<file path="src/rtl/fifo_wr_arbiter.sv">
// -----------------------------------------------------------------------------
// fifo_wr_arbiter
// -----------------------------------------------------------------------------
// Shares the single write port of an async FIFO among NUM_REQ requesters. All
// of this logic runs in the FIFO write clock domain.
//
// Arbitration is round-robin. A source that wins the grant keeps it for at most
// MAX_BURST words. Every change of ownership goes through IDLE, so there is one
// bubble cycle between bursts. While the FIFO reports full, the current owner
// stalls and keeps its grant.
//
// Ports
//   wr_clk    : write-domain clock (the only clock)
//   rst       : asynchronous, active-high reset
//   req       : req[i]=1 means source i has a word on its req_data slice
//   req_data  : source i word at [i*DATA_WIDTH +: DATA_WIDTH]
//   full      : FIFO full flag (wr_clk domain)
//   gnt       : one-hot; gnt[i]=1 means source i's word is written this cycle
//   wr_en     : FIFO write enable
//   din       : FIFO write data (zero when no write is issued)
//   owner     : index of the current owner, or of the last owner
//   busy      : high while a source owns the write port (GRANT state)
// -----------------------------------------------------------------------------
module fifo_wr_arbiter #(
    parameter int NUM_REQ    = 4,
    parameter int DATA_WIDTH = 8,
    parameter int MAX_BURST  = 4
) (
    input  logic                          wr_clk,
    input  logic                          rst,
    input  logic [NUM_REQ-1:0]            req,
    input  logic [NUM_REQ*DATA_WIDTH-1:0] req_data,
    input  logic                          full,
    output logic [NUM_REQ-1:0]            gnt,
    output logic                          wr_en,
    output logic [DATA_WIDTH-1:0]         din,
    output logic [$clog2(NUM_REQ)-1:0]    owner,
    output logic                          busy
);

    localparam int OW = $clog2(NUM_REQ);
    localparam int BW = $clog2(MAX_BURST + 1);

    typedef enum logic {
        IDLE  = 1'b0,
        GRANT = 1'b1
    } state_t;

    state_t        state;
    logic [BW-1:0] burst_cnt;

    logic [OW-1:0] next_owner;
    logic          rr_found;
    logic [OW:0]   rr_sum;
    logic [OW-1:0] rr_idx;
    logic          xfer;
    logic          burst_last;

    // Round-robin search for the next owner. The search starts at the slot
    // after the previous owner and wraps modulo NUM_REQ, so the previous owner
    // is checked last. The sum carries one extra bit, which keeps the wrap
    // correct when NUM_REQ is not a power of two. Reset leaves owner at
    // NUM_REQ-1, so source 0 has first priority after reset.
    always_comb begin
        next_owner = owner;
        rr_found   = 1'b0;
        rr_sum     = '0;
        rr_idx     = '0;
        for (int k = 1; k <= NUM_REQ; k++) begin
            rr_sum = {1'b0, owner} + (OW+1)'(k);
            if (rr_sum >= (OW+1)'(NUM_REQ)) begin
                rr_sum = rr_sum - (OW+1)'(NUM_REQ);
            end
            rr_idx = rr_sum[OW-1:0];
            if (!rr_found && req[rr_idx]) begin
                next_owner = rr_idx;
                rr_found   = 1'b1;
            end
        end
    end

    // A word moves only when the owner still requests and the FIFO has room.
    // burst_last marks the final word the owner may write in this burst.
    always_comb begin
        xfer       = (state == GRANT) && req[owner] && !full;
        burst_last = (burst_cnt == BW'(MAX_BURST - 1));
    end

    // The write port is driven combinationally from the registered owner, so
    // the owner's word reaches the FIFO in the same cycle it is granted. The
    // state register has an asynchronous reset, so these outputs fall to zero
    // as soon as rst rises.
    always_comb begin
        gnt   = '0;
        din   = '0;
        wr_en = xfer;
        busy  = (state == GRANT);
        if (xfer) begin
            gnt = NUM_REQ'(1) << owner;
            din = req_data[owner*DATA_WIDTH +: DATA_WIDTH];
        end
    end

    // Control FSM. IDLE picks the next owner and clears the burst count, and
    // it never writes. GRANT releases ownership when the owner drops req or
    // when it writes its last allowed word. While the FIFO is full, GRANT holds
    // both the owner and burst_cnt. On leaving GRANT the owner index stays in
    // place, because the next round-robin search starts from it.
    always_ff @(posedge wr_clk or posedge rst) begin
        if (rst) begin
            state     <= IDLE;
            owner     <= OW'(NUM_REQ - 1);
            burst_cnt <= '0;
        end else begin
            case (state)
                IDLE: begin
                    if (|req) begin
                        owner     <= next_owner;
                        burst_cnt <= '0;
                        state     <= GRANT;
                    end
                end
                GRANT: begin
                    if (!req[owner]) begin
                        state <= IDLE;
                    end else if (xfer) begin
                        if (burst_last) begin
                            state     <= IDLE;
                            burst_cnt <= '0;
                        end else begin
                            burst_cnt <= burst_cnt + BW'(1);
                        end
                    end
                end
                default: begin
                    state <= IDLE;
                end
            endcase
        end
    end

    // Invariants of the write port. At most one source is granted. A write
    // never happens while the FIFO is full. The owner index always names a
    // real source.
    a_gnt_onehot : assert property (@(posedge wr_clk) disable iff (rst)
        $onehot0(gnt));
    a_wr_en_gnt : assert property (@(posedge wr_clk) disable iff (rst)
        wr_en == |gnt);
    a_no_write_full : assert property (@(posedge wr_clk) disable iff (rst)
        !(wr_en && full));
    a_owner_range : assert property (@(posedge wr_clk) disable iff (rst)
        int'(owner) < NUM_REQ);

endmodule

</file>
<file path="config.mk">
export PLATFORM = sky130hd
export DESIGN_NAME = fifo_wr_arbiter
export DESIGN_NICKNAME = d
export VERILOG_FILES = /design/src/rtl/fifo_wr_arbiter.sv
export SDC_FILE = /design/constraint.sdc
export NUM_CORES = 1
export LEC_CHECK = 0
export BUFFER_PORTS_ARGS = -buffer_cell sky130_fd_sc_hd__buf_2
export CORE_MARGIN = 5
export CORE_UTILIZATION = 37
export DETAILED_ROUTE_END_ITERATION = 16
export PLACE_DENSITY = 0.78
export SYNTH_ARGS = -nofsm -noshare
export SYNTH_HDL_FRONTEND = slang
export SYNTH_SLANG_ARGS = --single-unit
</file>
<file path="constraint.sdc">
create_clock -name wr_clk -period 2.1 [get_ports wr_clk]
set_input_delay 0.21 -clock wr_clk [delete_from_list [all_inputs] [get_ports wr_clk]]
set_output_delay 0.21 -clock wr_clk [all_outputs]
set_load 0.01 [all_outputs]
</file>
Word level (Yosys, flattened, before mapping)
Cells that the tools add are included.
- bits in registers: 6
- logic and storage cells: 74
- add/subtract/negate cells: 9
- $lt $le $gt $ge: 9
- equal/unequal tests: 4
- shift operators: 2
- mux-type cells: 33
- bitwise logic cells: 1
- reduce and logical (&&, ||, !) cells: 13
- operators with widths (kind ; count):
    indexed part select 32 x 6 -> 8 bit ; 1
    2-to-1 mux 2 bit ; 8
    less-than comparator 2 x 3 -> 1 bit (second input constant) ; 5
    greater-or-equal comparator 3 bit (second input constant) ; 4
    2-to-1 mux 1 bit ; 12
    2-to-1 mux 3 bit ; 4
    binary-select mux 1 bit (select 2 bit) ; 5
    2-to-1 mux 8 bit ; 1
    subtractor 2 x 1 -> 2 bit (second input constant) ; 4
    adder 2 x 2 -> 3 bit (second input constant) ; 2
    case mux 3 bit (2 select lines) ; 1
    AND reduction 3 bit ; 2
    logical AND 1 bit ; 5
    zero test 1 bit ; 4
    2-to-1 mux 4 bit ; 1
    inequality test 2 bit (second input constant) ; 2
    nonzero test 4 bit ; 1
    OR reduction 4 bit ; 1
    << shifter 1 x 2 -> 4 bit (first input constant) ; 1
    adder 2 x 1 -> 3 bit (second input constant) ; 1
    adder 2 x 3 -> 3 bit (second input constant) ; 1
    adder 3 x 1 -> 3 bit (second input constant) ; 1
    equality test 3 x 2 -> 1 bit (second input constant) ; 1
    inequality test 2 x 1 -> 1 bit (second input constant) ; 1
    other kinds (2) ; 2

Depth between registers and ports, before layout
Gate-level depths: netlist of run 1.
- word-level depth: 16
- depth in mapped cells: 8
- mapped depth without buffers: 6

Worst setup path before layout of run 1
No wires, ideal clock.
- path kind: register to register
- start: register owner[1]
- end: register owner[1]
- data arrival time: 2.322 ns
- required time: 2.014 ns
- setup slack: -0.308 ns
- stages on the path, launching flop included: 8
- buffers on the path: 1
- cell sequence: dfstp_2 -> clkbuf_1 -> inv_1 -> ha_1 -> mux4_2 -> o311a_1 -> nor2_1 -> a31oi_1
- word-level cells in the longest chain between the ends: 16
- elaborated cells on any way between the ends: 39
- ends and longest elaborated chain (item ; RTL line ; source):
    start, declared ; 37 ; output logic [$clog2(NUM_REQ)-1:0] owner,
    start signal, assigned ; 112 ; owner <= OW'(NUM_REQ - 1);
    start signal, assigned ; 118 ; owner <= next_owner;
    adder 2 x 1 -> 3 bit ; 70 ; rr_sum = {1'b0, owner} + (OW+1)'(k);
    greater-or-equal comparator 3 bit / subtractor 2 x 1 -> 2 bit (equally long branches) ; 71, 72 ;
    2-to-1 mux 2 bit ; 71 ; if (rr_sum >= (OW+1)'(NUM_REQ)) begin
    binary-select mux 1 bit (select 2 bit) ; 75 ; if (!rr_found && req[rr_idx]) begin
    2-to-1 mux 1 bit (implied by the code) ; 75 ;
    2-to-1 mux 1 bit ; 75 ;
    zero test 1 bit ; 75 ;
    logical AND 1 bit ; 75 ;
    2-to-1 mux 1 bit ; 75 ;
    zero test 1 bit ; 75 ;
    logical AND 1 bit ; 75 ;
    2-to-1 mux 1 bit ; 75 ;
    zero test 1 bit ; 75 ;
    logical AND 1 bit ; 75 ;
    nonzero test 4 bit (no line) ; -- ;
    AND reduction 3 bit (no line) ; -- ;
Parallel ways exist; a longest one is shown, timed or not. The select of a mux whose other input is x is not followed.
A chain may end at the register's enable or synchronous reset.

Worst setup path after layout of run 1
- start: register owner[0]
- end: output port gnt[3]
- word-level cells in the longest chain between the ends: 5
- elaborated cells on any way between the ends: 6
- ends and longest elaborated chain (item ; RTL line ; source):
    binary-select mux 1 bit (select 2 bit) ; 85 ; xfer = (state == GRANT) && req[owner] && !full;
    2-to-1 mux 1 bit (implied by the code) ; 85 ;
    logical AND 1 bit (2 in a row) ; 85 ;
    2-to-1 mux 4 bit * ; 98 ; if (xfer) begin
    end, declared ; 34 ; output logic [NUM_REQ-1:0] gnt,
Every way passes the cells marked *; elsewhere a longest branch is shown, timed or not. The select of a mux whose other input is x is not followed.

==> results of run 1 <==
==> flip-flops by register name, indices dropped and copies added (netlist names) <==
name       flops
busy           1
burst_cnt      3
owner          2
==> per-stage QoR <==
stage               util [%]  hold WS (ns)  total power (uW)  worst slack (ns)
CTS                     57.6         0.382              1480           -0.0113
finish                  60.7         0.383              1570          -0.00967
global placement        52.5         0.136              1180             0.157
floorplan                  -     -0.000493              1040           -0.0884
global route            60.7         0.433              1690           -0.0640
detailed placement      52.5         0.144              1230            0.0989
==> worst paths after layout <==
kind / start / endpoint / slack [ns] / cells after the start
worst max-delay path: owner[0] / gnt[3] / -0.01 / 5
worst min-delay path: full / busy / 0.38 / 4
worst max register to register: owner[0] / owner[1] / 0.05 / 6
worst min register to register: burst_cnt[2] / burst_cnt[2] / 0.50 / 1
max in group asynchronous: rst / owner[0] / 1.42 / 3
min in group asynchronous: rst / burst_cnt[2] / 0.42 / 3
==> worst max-delay path, cell delays in order, from the launching register on <==
cell	delay (ns)
dfstp_2	0.63
mux4_2	0.57
nand3_4	0.12
inv_8	0.06
and2_1	0.14
buf_2	0.13
==> routing by layer <==
layer	GRT usage, %	wire length (um)	vias to the layer above
met3	2.76	106	6
met4	7.95	44	0
met2	29.9	1370	27
li1	-	-	414
met1	16.8	912	422
met5	0	0	-
==> cell type report <==
| type | count | area share, % |
|---|---|---|
| repair buffers | 65 | 31.7 |
| well taps | 28 | 2.69 |
| inverters | 6 | 2.69 |
| clock buffers | 4 | 2.02 |
| multi-input cells | 58 | 49.2 |
| flip-flops and latches | 6 | 11.7 |
==> kinds of logic (layout without fill, tap and decap cells) <==
| group | Yosys count | in the layout | share of synthesized area [%] |
|---|---|---|---|
| flops | 6 | 6 | 18.8 |
| buf+inv | 10 | 75 | 6.17 |
| compound gates | 10 | 10 | 8.64 |
| xor+xnor | 1 | 1 | 1.08 |
| fa+ha+maj | 5 | 5 | 7.72 |
| mux | 15 | 15 | 38.1 |
| simple gates | 27 | 27 | 19.4 |
==> power groups by stage <==
stage          Clock, uW  Sequential, uW  Combinational (uW)
6_report             119             231                1220
5_1_grt              129             238                1320
4_1_cts              124             231                1120
3_5_place_dp           0             226                1000
3_3_place_gp           0             219                 963
2_1_floorplan          0             240                 799
==> cell usage in the layout, fill, tap and decap left out, types with 2 or more instances in the layout <==
| cell | n |
|---|---|
| buf_2 | 48 |
| mux4_2 | 11 |
| and2_1 | 8 |
| buf_6 | 8 |
| and2_4 | 7 |
| buf_4 | 7 |
| inv_1 | 4 |
| ha_1 | 4 |
| dfrtp_1 | 4 |
| nand3_1 | 3 |
| nand2_1 | 3 |
| clkbuf_4 | 3 |
| o21ai_0 | 2 |
| mux2i_1 | 2 |
| nor2_1 | 2 |
| nor2b_1 | 2 |
| dfstp_2 | 2 |
==> timing repair <==
action                                  CTS  global route
endpoints found under the setup margin   12            14
setup buffers                             5             2
gates resized for setup                   6            14
pin swaps                                 1             2
hold buffers                              1             0
endpoints found under the hold margin     4             0
==> metrics.yaml, run 1 <==
status: "finished, violations left"
failed_checks: "setup timing"
htreeDepth: 1
wl_um: 2430
grt_overflow: 0
avgViaCountPerCell: 5.20
ys_seq_elements: 6
fin_tns_setup_ns: -0.0176
cts.sinks: 6
fin_ws_ns: -0.00967
endpoint_kind: "output pin"
root_buffer: "clkbuf_4"
synthArstFlopShare_pct: 100
relSlewSlack_pct: 78.2
syn_inst: 74
row_count: 17
cp.required_ns: 1.89
syn-num-nets: 118
die-height_um: 56.8
dieArea_sq_um: 3230
path_clk_slew_ns: 0.05
ioPinCount: 55
grt_usage_pct: 15.9
fin_area_sq_um: 1300
grt_pass1_vias: 901
synth_warnings: 0
ant_nets: 0
antenna_found_initial: 0
grt_pass1_wl_um: 4040
power_leakage_uw: 0.000658
place_congestion: 0.751
power.switching_uw: 635
yosysMostFrequentCell: "and2_1"
final_cells: 167
p_int_uw: 932
dp.cells: 155
start_kind: "register"
clkPwrFrac_pct: 7.6
layout-drive-gt1-share_pct: 66.9
ys.flop_type: "dfrtp_1"
cts_tree: "done"
switching_share_pct: 40.5
ys_seq_area_share_pct: 18.8
first_pass_iters: 4
power_density_nw_per_um2: 1200
share_comb_of_total_power_pct: 77.6
maxSlewViolCount: 0
hold_viol: 0
setup_viol: 2
dp_hpwl_um: 1840
worstMarginPinSlew_ns: 0.323
cts-buffers-inserted: 3
p_seq_share_pct: 14.8
synth_area_leaders: "mux4_2 (28%), dfrtp_1 (12%), and2_1 (12%), ha_1 (7.7%), dfstp_2 (6.5%)"
multi_input_area_sq_um: 642
io_buffers: 54
fill_cells: 183
drt-initial-drc-count: 21
netlist_area_sq_um: 811
antenna_cells: 0
rsz0062_at_grt: "true"
ys_types: 30
die_w_um: 56.8
max_freq_mhz: 474
start_util_pct: 37.7
placeableCoreArea_sq_um: 2150
dpl_cell_area_sq_um: 1130
hold_class: "in2reg"
vias: 869
fin_crit_sh_pct: 100
path_class: "reg2out"
ir_drop_mv: 0.654
path_max_fanout: 14
max-cap-violations: 0
wl_per_cell_um: 14.6
clock_latency_ns: 0.25
synth_commonest_cells: "and2_1 (15), mux4_2 (10), ha_1 (5), inv_1 (5), dfrtp_1 (4)"
synth_edf_count: 0
period_minus_slack_ns: 2.11
areaGrowthSynthToFinish_pct: 60.8
synth_top_area_share_pct: 27.8
cts_buffer_depth: 2
drc_errors: 0
fin_skew_ns: 0.000247
nets: 184
grt_start_max_net_pins: 18
regArea_sq_um: 153
synth_area_leader_cell: "mux4_2"
cp_data_arrival_time_ns: 1.90
syn_area_per_cell_sq_um: 11.0
(Power assumes the default switching activity.)
==> inputs of run 2 (changes only) <==
- CTS_BUF_LIST: unset -> sky130_fd_sc_hd__clkbuf_16
==> run 2 against run 1 <==
- the run now ends clean
- sequential cell count unchanged
- core utilization down 2.9 points
- global-route usage down 1.0 points
- count of clock-buffer cells in the layout down 1
- clock skew up 0.00052 ns
- non-clock buffer count down 5
- sequential power down 6%
- sequential share of layout area up 0.58 points
- largest power group unchanged
==> metrics.yaml, run 2 (same netlist as run 1, synthesis figures left out) <==
relSlewSlack_pct: 81.5  # +3.4 points
max_flop_register: "burst_cnt"
rr_startpoint: "owner[0]"
hold_class: "in2reg"
largest_reg_flops: 3  # unchanged
period_minus_slack_ns: 2.09  # -0.0191 ns
fin_crit_sh_pct: 99.6  # -0.91 points
grt_usage_pct: 14.9  # -1.0 points
cts-buffers-inserted: 3  # unchanged
setup_viol: 0  # -2
dieArea_sq_um: 3230  # unchanged
grt_start_max_net_pins: 18  # unchanged
path_clk_slew_ns: 0.04  # about the same
io_buffers: 54  # unchanged
path_class: "reg2reg"
crit_family: "flip-flops"
ant_nets: 0  # unchanged
antenna_cells: 0  # unchanged
max-cap-violations: 0  # unchanged
fin_skew_ns: 0.000771  # +0.000524 ns
power_density_nw_per_um2: 1270  # +5.8%
holdPathEnd: "burst_cnt[0]"
dp.cells: 155  # unchanged
layout_common_cells: "buf_2 (54), and2_1 (15), mux4_2 (10), inv_1 (5), buf_4 (5)"
areaGrowthSynthToFinish_pct: 53.2
dp_hpwl_um: 1840  # unchanged
first_pass_iters: 4  # unchanged
ioPinCount: 55  # unchanged
fill_cells: 198  # +8.2%
cp.required_ns: 2.25  # +0.36 ns
vias: 828  # -4.7%
min_path_cells: 4  # unchanged
cts.sinks: 6  # unchanged
clock_latency_ns: 0.23  # -0.02 ns
wl_um: 2280  # -6.3%
htreeDepth: 1  # unchanged
ir_drop_mv: 0.578  # -12%
path_max_fanout: 4  # -10
grt_pass1_wl_um: 3810  # -5.6%
cp_data_arrival_time_ns: 2.24  # +0.34 ns
status: "finished, final reports clean"
maxSlewViolCount: 0  # unchanged
cts_buffer_depth: 2  # unchanged
layout_commonest_cell: "buf_2"
dpl_cell_area_sq_um: 1130  # unchanged
placeableCoreArea_sq_um: 2150  # unchanged
drc_errors: 0  # unchanged
reg2reg_slack_ns: 0.009  # -0.04 ns
path_buf_inv: 2  # unchanged
antenna_found_initial: 0  # unchanged
whs_ns: 0.339  # -0.0440 ns
rsz0062_at_grt: "true"
layout-drive-gt1-share_pct: 59.7  # -7.2 points
start_util_pct: 37.7  # unchanged
crit_path_max_incr_delay_ns: 0.57  # -0.06 ns
drt-initial-drc-count: 14  # -33%
hold_viol: 0  # unchanged
endpoint_kind: "register"
root_buffer: "clkbuf_16"
power_leakage_uw: 0.000643  # -2.4%
die-height_um: 56.8  # unchanged
fin_area_sq_um: 1240  # -4.7%
grt_pass1_vias: 881  # -2.2%
multi_input_area_sq_um: 628  # -2.1%
worstMarginPinSlew_ns: 0.273  # -0.0496 ns
path_cells: "buf_4, inv_6, ha_4, mux4_2, o311a_1, a31oi_1"
grt_overflow: 0  # unchanged
wl_per_cell_um: 14.1  # -3.4%
final_cells: 162  # -3.0%
max_freq_mhz: 478  # +0.91%
start_kind: "register"
cts_tree: "done"
regArea_sq_um: 153  # unchanged
r2r_end: "owner[1]"
avgViaCountPerCell: 5.11  # -1.8%
hp-start: "full"
worstRegToRegCells: 6  # unchanged
fin_tns_setup_ns: 0  # +0.0176 ns
place_congestion: 0.751  # unchanged
die_w_um: 56.8  # unchanged
crit_slowest_cell: "dfstp_2"
nets: 179  # -2.7%
row_count: 17  # unchanged
[run 2: cell count changes in the layout (fill, tap and decap cells not counted), sizes merged]
cell,delta
clkbuf,-1
buf,-5
inv,+1
[run 2: final cells by class]
cell class | count | area share [%]
clock buffers | 3 | 6.04
inverters | 6 | 2.42
well taps | 28 | 2.82
multi-input cells | 58 | 50.6
clock inverters | 1 | 0.302
repair buffers | 60 | 25.6
flip-flops and latches | 6 | 12.3
[run 2: per-layer routing]
| layer | vias to the layer above | routed length [um] | track usage [%] |
|---|---|---|---|
| met5 | - | 0 | 0 |
| met4 | 0 | 21 | 6.95 |
| met3 | 2 | 111 | 2.53 |
| met2 | 23 | 1300 | 27.9 |
| met1 | 399 | 848 | 15.9 |
| li1 | 404 | - | - |
[run 2: worst max path at each step]
stage	startpoint	end	cells past startpoint
final	owner[0]	owner[1]	6
after global routing	owner[0]	owner[1]	6
after CTS	owner[0]	gnt[1]	5
after detailed placement	owner[0]	owner[1]	5
after global placement	owner[0]	owner[1]	6
after floorplan	owner[0]	owner[1]	8
[run 2: per-stage QoR]
stage	total power (uW)	utilization (%)	setup slack (ns)
floorplan	1040	-	-0.0884
global placement	1180	52.5	0.157
detailed placement	1230	52.5	0.0989
CTS	1570	57.0	0.00298
global route	1700	57.8	-0.0741
finish	1580	57.8	0.00939
[run 2: worst min-delay path, cell delays in order]
cell and delay, ns:
buf_2 0.07, inv_1 0.05, nand3_4 0.10, o41ai_1 0.08
[run 2: timing repair]
action / in CTS / in global routing
resized for setup: 0 / 2
endpoints found under the hold margin: 4 / 0
hold buffers: 1 / 0
pin swaps: 0 / 1
setup endpoints to repair: 12 / 14
buffers inserted: 1 / 1
[run 2: power by group]
group	switching [uW]	leakage (uW)	internal, uW	total, uW
logic	487	0.000527	556	1040
registers	44.1	0.0000736	173	217
clock network	71.6	0.0000423	248	319
total	603	0.000643	976	1580
